$ cat src/rtl/digit_serial_adder.sv
// digit_serial_adder: multi-cycle adder/subtractor processing DIGIT bits per clock, LSB digit first,
// with start/done handshake and carry/overflow/zero flags.
module digit_serial_adder #(
  parameter int WIDTH = 32,
  parameter int DIGIT = 4
) (
  input  logic             clk,
  input  logic             rst,
  input  logic             start,
  input  logic             sub,
  input  logic [WIDTH-1:0] a,
  input  logic [WIDTH-1:0] b,
  output logic             busy,
  output logic             done,
  output logic [WIDTH-1:0] s,
  output logic             c,
  output logic             v,
  output logic             z
);
  localparam int N  = WIDTH / DIGIT;
  localparam int CW = N > 1 ? $clog2(N) : 1;
  if (WIDTH % DIGIT != 0) begin : g_chk
    $error("digit_serial_adder: DIGIT must divide WIDTH exactly");
  end
  typedef enum logic [1:0] {IDLE, RUN, DONE} state_t;
  state_t           state_q;
  logic [WIDTH-1:0] a_q, b_q, r_q, r_d, s_q;
  logic [CW-1:0]    cnt_q;
  logic             cy_q, done_q, c_q, v_q, z_q;
  logic [DIGIT-1:0] dsum;
  logic [DIGIT:0]   ch;
  // one digit slice: ripple chain of full-adder cells seeded by the stored carry
  always_comb begin
    ch    = '0;
    dsum  = '0;
    ch[0] = cy_q;
    for (int i = 0; i < DIGIT; i++) begin
      dsum[i]  = a_q[i] ^ b_q[i] ^ ch[i];
      ch[i+1]  = (a_q[i] & b_q[i]) | (ch[i] & (a_q[i] ^ b_q[i]));
    end
    r_d = WIDTH'({dsum, r_q} >> DIGIT);
  end
  always_ff @(posedge clk or posedge rst) begin
    if (rst) begin
      state_q <= IDLE;
      a_q     <= '0;
      b_q     <= '0;
      r_q     <= '0;
      s_q     <= '0;
      cnt_q   <= '0;
      cy_q    <= 1'b0;
      done_q  <= 1'b0;
      c_q     <= 1'b0;
      v_q     <= 1'b0;
      z_q     <= 1'b0;
    end else begin
      case (state_q)
        IDLE: if (start) begin
          a_q     <= a;
          b_q     <= sub ? ~b : b;
          cy_q    <= sub;
          cnt_q   <= '0;
          state_q <= RUN;
        end
        RUN: begin
          a_q   <= a_q >> DIGIT;
          b_q   <= b_q >> DIGIT;
          r_q   <= r_d;
          cy_q  <= ch[DIGIT];
          cnt_q <= cnt_q + 1'b1;
          if (cnt_q == CW'(N - 1)) begin
            state_q <= DONE;
            done_q  <= 1'b1;
            s_q     <= r_d;
            c_q     <= ch[DIGIT];
            v_q     <= ch[DIGIT] ^ ch[DIGIT-1];
            z_q     <= ~|r_d;
          end
        end
        DONE: begin
          done_q  <= 1'b0;
          state_q <= IDLE;
        end
        default: state_q <= IDLE;
      endcase
    end
  end
  assign busy = state_q == RUN;
  assign done = done_q;
  assign s    = s_q;
  assign c    = c_q;
  assign v    = v_q;
  assign z    = z_q;
endmodule

$ cat config.mk
export PLATFORM = sky130hd
export DESIGN_NAME = digit_serial_adder
export DESIGN_NICKNAME = d
export VERILOG_FILES = /design/src/rtl/digit_serial_adder.sv
export SDC_FILE = /design/constraint.sdc
export NUM_CORES = 1
export LEC_CHECK = 0
export BUFFER_PORTS_ARGS = -buffer_cell sky130_fd_sc_hd__buf_2
export CAP_MARGIN = 15
export CELL_PAD_IN_SITES_DETAIL_PLACEMENT = 0
export CELL_PAD_IN_SITES_GLOBAL_PLACEMENT = 1
export CORE_MARGIN = 2
export CORE_UTILIZATION = 35
export CTS_BUF_LIST = sky130_fd_sc_hd__clkbuf_16
export DETAILED_ROUTE_END_ITERATION = 16
export PLACE_DENSITY = 0.74
export SLEW_MARGIN = 30
export SYNTH_ARGS = -nofsm -noshare
export SYNTH_HDL_FRONTEND = slang
export SYNTH_SLANG_ARGS = --single-unit
$ cat constraint.sdc
create_clock -name clk -period 7.9 [get_ports clk]
set_input_delay 0.79 -clock clk [delete_from_list [all_inputs] [get_ports clk]]
set_output_delay 0.79 -clock clk [all_outputs]
set_load 0.005 [all_outputs]
==> summary.md <==
| Metric | Value |
|---|---|
| H-tree depth reported by CTS | 4 |
| Critical Path Source Type | register |
| Seq. cell area | approximately 0.0034 mm² |
| Number of buffers created by CTS | 17 |
| Cell count of the worst reg-to-reg path | 7 |
| Area of the multi-input gates | ~0.0027 mm² |
| Post-CTS Hold Fix Bufs | 0 |
| Source of the critical timing path | state_q[1] |
| Count of final max-slew check failures | 0 |
| Synth-to-Final Area Change | 18.4% |
| Synthesis Warnings | 0 |
| Via count of the first global-routing pass | roughly 4,800 |
| Antenna violation net count after detailed routing | 0 |
| Post-route clock skew | approximately 0.0075 ns |
| Number of sinks handled by clock tree synthesis | between 100 and 150 |
| Average size of a mapped cell | approximately 10 µm² |
| Slew @ Worst Pin | between 0.9 and 1 ns |
| Clock root cell | clkbuf_16 |
| Final estimated routing congestion in global placement | about 0.76 |
| Horizontal extent of the die | roughly 140 µm |
| Start of the worst register-to-register path | state_q[1] |
| Via count of the routed design | 4,839 |
| Slowest-stage cell, CP | dfrtp_2 |
| Pin count of the biggest net entering global routing | 85 |
| Total detailed-routing wirelength | roughly 15 mm |
| Count of endpoints failing setup in the final report | 0 |
| Final clock period utilization by the worst path | 0.404 |
| Data arrival time at the worst-slack endpoint | about 2.4 ns |
| Endpoint kind of the worst setup timing path | output port |
| Worst-path fanout max | 36 |
| DRC errors left | 0 |
| Crit path largest cell delay | between 0.7 and 0.8 ns |
| All-Layer GR Usage | 0.160 |
| Power per unit of standard cell area | 360 mW/mm² |
| Leftover overflow at the end of global routing | 0 |
| Fin crit period | about 3.2 ns |
| Post-DP HPWL | 9.34 mm |
| Die Area | between 0.015 and 0.02 mm² |
| Post-Synthesis Net Count | 700 |
| TritonCTS clock tree | done |
| Crit-path most repeated cell | buf_4 |
| Post-Synthesis Cell Area | between 0.006 and 0.007 mm² |
| Max Fclk | 0.313 GHz |
| Max VDD drop | between 0.15 and 0.2 mV |
| Type of the worst setup path | reg2out |
| Slew Limit Headroom | 0.378 |
| Ordered list of cells on the worst path | buf_4, nand2b_1, buf_4, inv_2, buf_2 |
| Clock transition time at the flip-flop clock pins of the worst setup and hold paths | approximately 0.060 ns |
| Core Footprint | ~0.018 mm² |
| Max-capacitance violation count | 0 |
| Number of antenna violations at the first check in global routing | 0 |
| Clk Latency, worst-skew pair | 0.42 ns |
| Minimum setup slack in the final design | 4.71 ns |
| Ports | ~110 |
| Mapped Cells | about 630 |
| Number of buffers inserted by port buffering | ~100 |
| Classification of the worst-slack hold path | in2async |
| Setup repair after global routing missed its margin | no |
| Initial Utilization | 0.355 |
| Post-route standard cell area excluding fillers | between 0.007 and 0.008 mm² |
| Count of routing violations after the opening detailed-route iteration | about 370 |
| Result of the run | complete, no violations |
| Vias per cell | about 5.1 |
| Final count of hold timing violations | 0 |
| Placement Setup Slack | roughly 5.1 ns |
| Sum of negative setup slack | 0 ns |
| Post-synthesis register bit count | 134 |
| Distinct cell type count of the synthesized netlist | 28 |
| Wire length of the first global-routing pass | around 25 mm |
| Placed inst area | ~0.007 mm² |
| Reg2reg setup slack | 5.04 ns |
| First-pass detailed-route iteration total | 4 |
| DIE HEIGHT | about 140 µm |
| Buffers inserted by post-CTS timing repair | 0 |
| Required time of the critical path | 7.11 ns |
| Layout Nets | 780 |
| Share of synthesized area occupied by flip-flops and latches | 0.528 |
| Filler cell count | 1,771 |
| R2R Path End | b_q[11] |
| Buffer levels on the longest clock path | 2 |
| Hold Worst Slack | approximately 0.40 ns |
| Leakage power summed over all cells | approximately 3.5 nW |
| Share of the core filled with cells | 0.420 |
| Share of post-route cells with drive strength above 1 | 0.245 |
| Drt wl/cell | between 15 and 20 µm |
| Standard-cell rows | around 50 |
| Final antenna diode count | 0 |
| Post-cts gate resize count | 0 |
-- final cells by class --
cell class,instances,area share
repair buffers,110,0.0757
inverters,12,0.00666
clock buffers,17,0.0566
flip-flops and latches,134,0.447
clock inverters,14,0.0118
well taps,229,0.0381
multi-input cells,431,0.364
-- layer usage --
layer | GRT usage | part of all wire | up-vias
met5 | 0 | 0 | -
met4 | 0.0564 | 0.013 | 0
met3 | 0.0363 | 0.048 | 14
met2 | 0.229 | 0.45 | 128
met1 | 0.239 | 0.49 | 2368
li1 | - | - | 2329
-- layout by cell type, fill, tap and decap left out, types with 17 or more instances in the layout --
cell type / n
a21oi_1: 57
nor2b_1: 58
mux2_2: 30
a22oi_1: 56
nand2_1: 92
o21ai_0: 60
clkbuf_16: 17
dfrtp_1: 132
xor2_1: 33
buf_2: 104
-- through the flow --
stage | total power [mW] | cells
final | 2.71 | 947
after global routing | 2.92 | 947
after CTS | 2.74 | 947
after detailed placement | 2.03 | 916
after global placement | 1.98 | 916
after floorplan | 1.74 | 626
-- worst max-delay path: cells and delay by family, from the launching register on --
family,cells,cell delay (ns)
flip-flops,1,0.78
AND/OR/NAND/NOR,1,0.16
buffers and inverters,4,1.01
-- worst max path at each step --
stage,end,slack [ns],cells past startpoint
after global routing,busy,4.56,5
after global placement,b_q[27],5.08,7
after floorplan,a_q[0],3.53,1
after CTS,busy,4.70,5
final,busy,4.71,5
after detailed placement,a_q[10],5.06,6
-- power by group --
group          total (mW)  leakage, nW  internal, mW  switching [mW]
registers            1.21         1.74         0.959           0.251
clock network       0.696        0.246         0.394           0.301
logic               0.803         1.55         0.379           0.424
total                2.71         3.54          1.73           0.976
-- state kept, by name, summed over array words and instances (netlist names) --
register	flops
a_q	32
b_q	32
c	1
cnt_q	3
cy_q	1
done	1
r_q	28
s	32
state_q	2
v	1
z	1
-- cells in the mapped netlist --
cell | count | share of area
o21ai_1 | 10 | 0.0079
a21oi_1 | 57 | 0.045
a22oi_1 | 56 | 0.066
xor2_1 | 33 | 0.046
buf_4 | 6 | 0.0071
nand3b_2 | 1 | 0.0018
buf_1 | 2 | 0.0012
o21ai_0 | 60 | 0.047
inv_2 | 1 | 0.00059
dfrtp_1 | 134 | 0.53
nor2b_1 | 59 | 0.058
o2bb2ai_1 | 1 | 0.0014
a2bb2oi_1 | 6 | 0.0083
o41ai_2 | 1 | 0.0026
nand4_1 | 2 | 0.0020
nand2_1 | 92 | 0.054
inv_1 | 11 | 0.0065
buf_2 | 17 | 0.013
fa_1 | 4 | 0.013
clkbuf_1 | 24 | 0.014
mux2i_1 | 1 | 0.0016
nand2b_1 | 1 | 0.00099
o21bai_1 | 1 | 0.0012
mux2_2 | 30 | 0.053
nor4_1 | 7 | 0.0069
a22o_1 | 5 | 0.0069
ha_1 | 2 | 0.0039
nor2_1 | 2 | 0.0012
-- cell families after synthesis --
group / Yosys count / share of synthesized area
and+or+nand+nor: 164 / 0.125
DFF: 134 / 0.528
muxes: 31 / 0.0548
AOI/OAI and AO/OA: 197 / 0.187
buffers and inverters: 61 / 0.0430
xor gates and xnor gates: 33 / 0.0455
adders and majority gates: 6 / 0.0166
(Power assumes the default switching activity.)
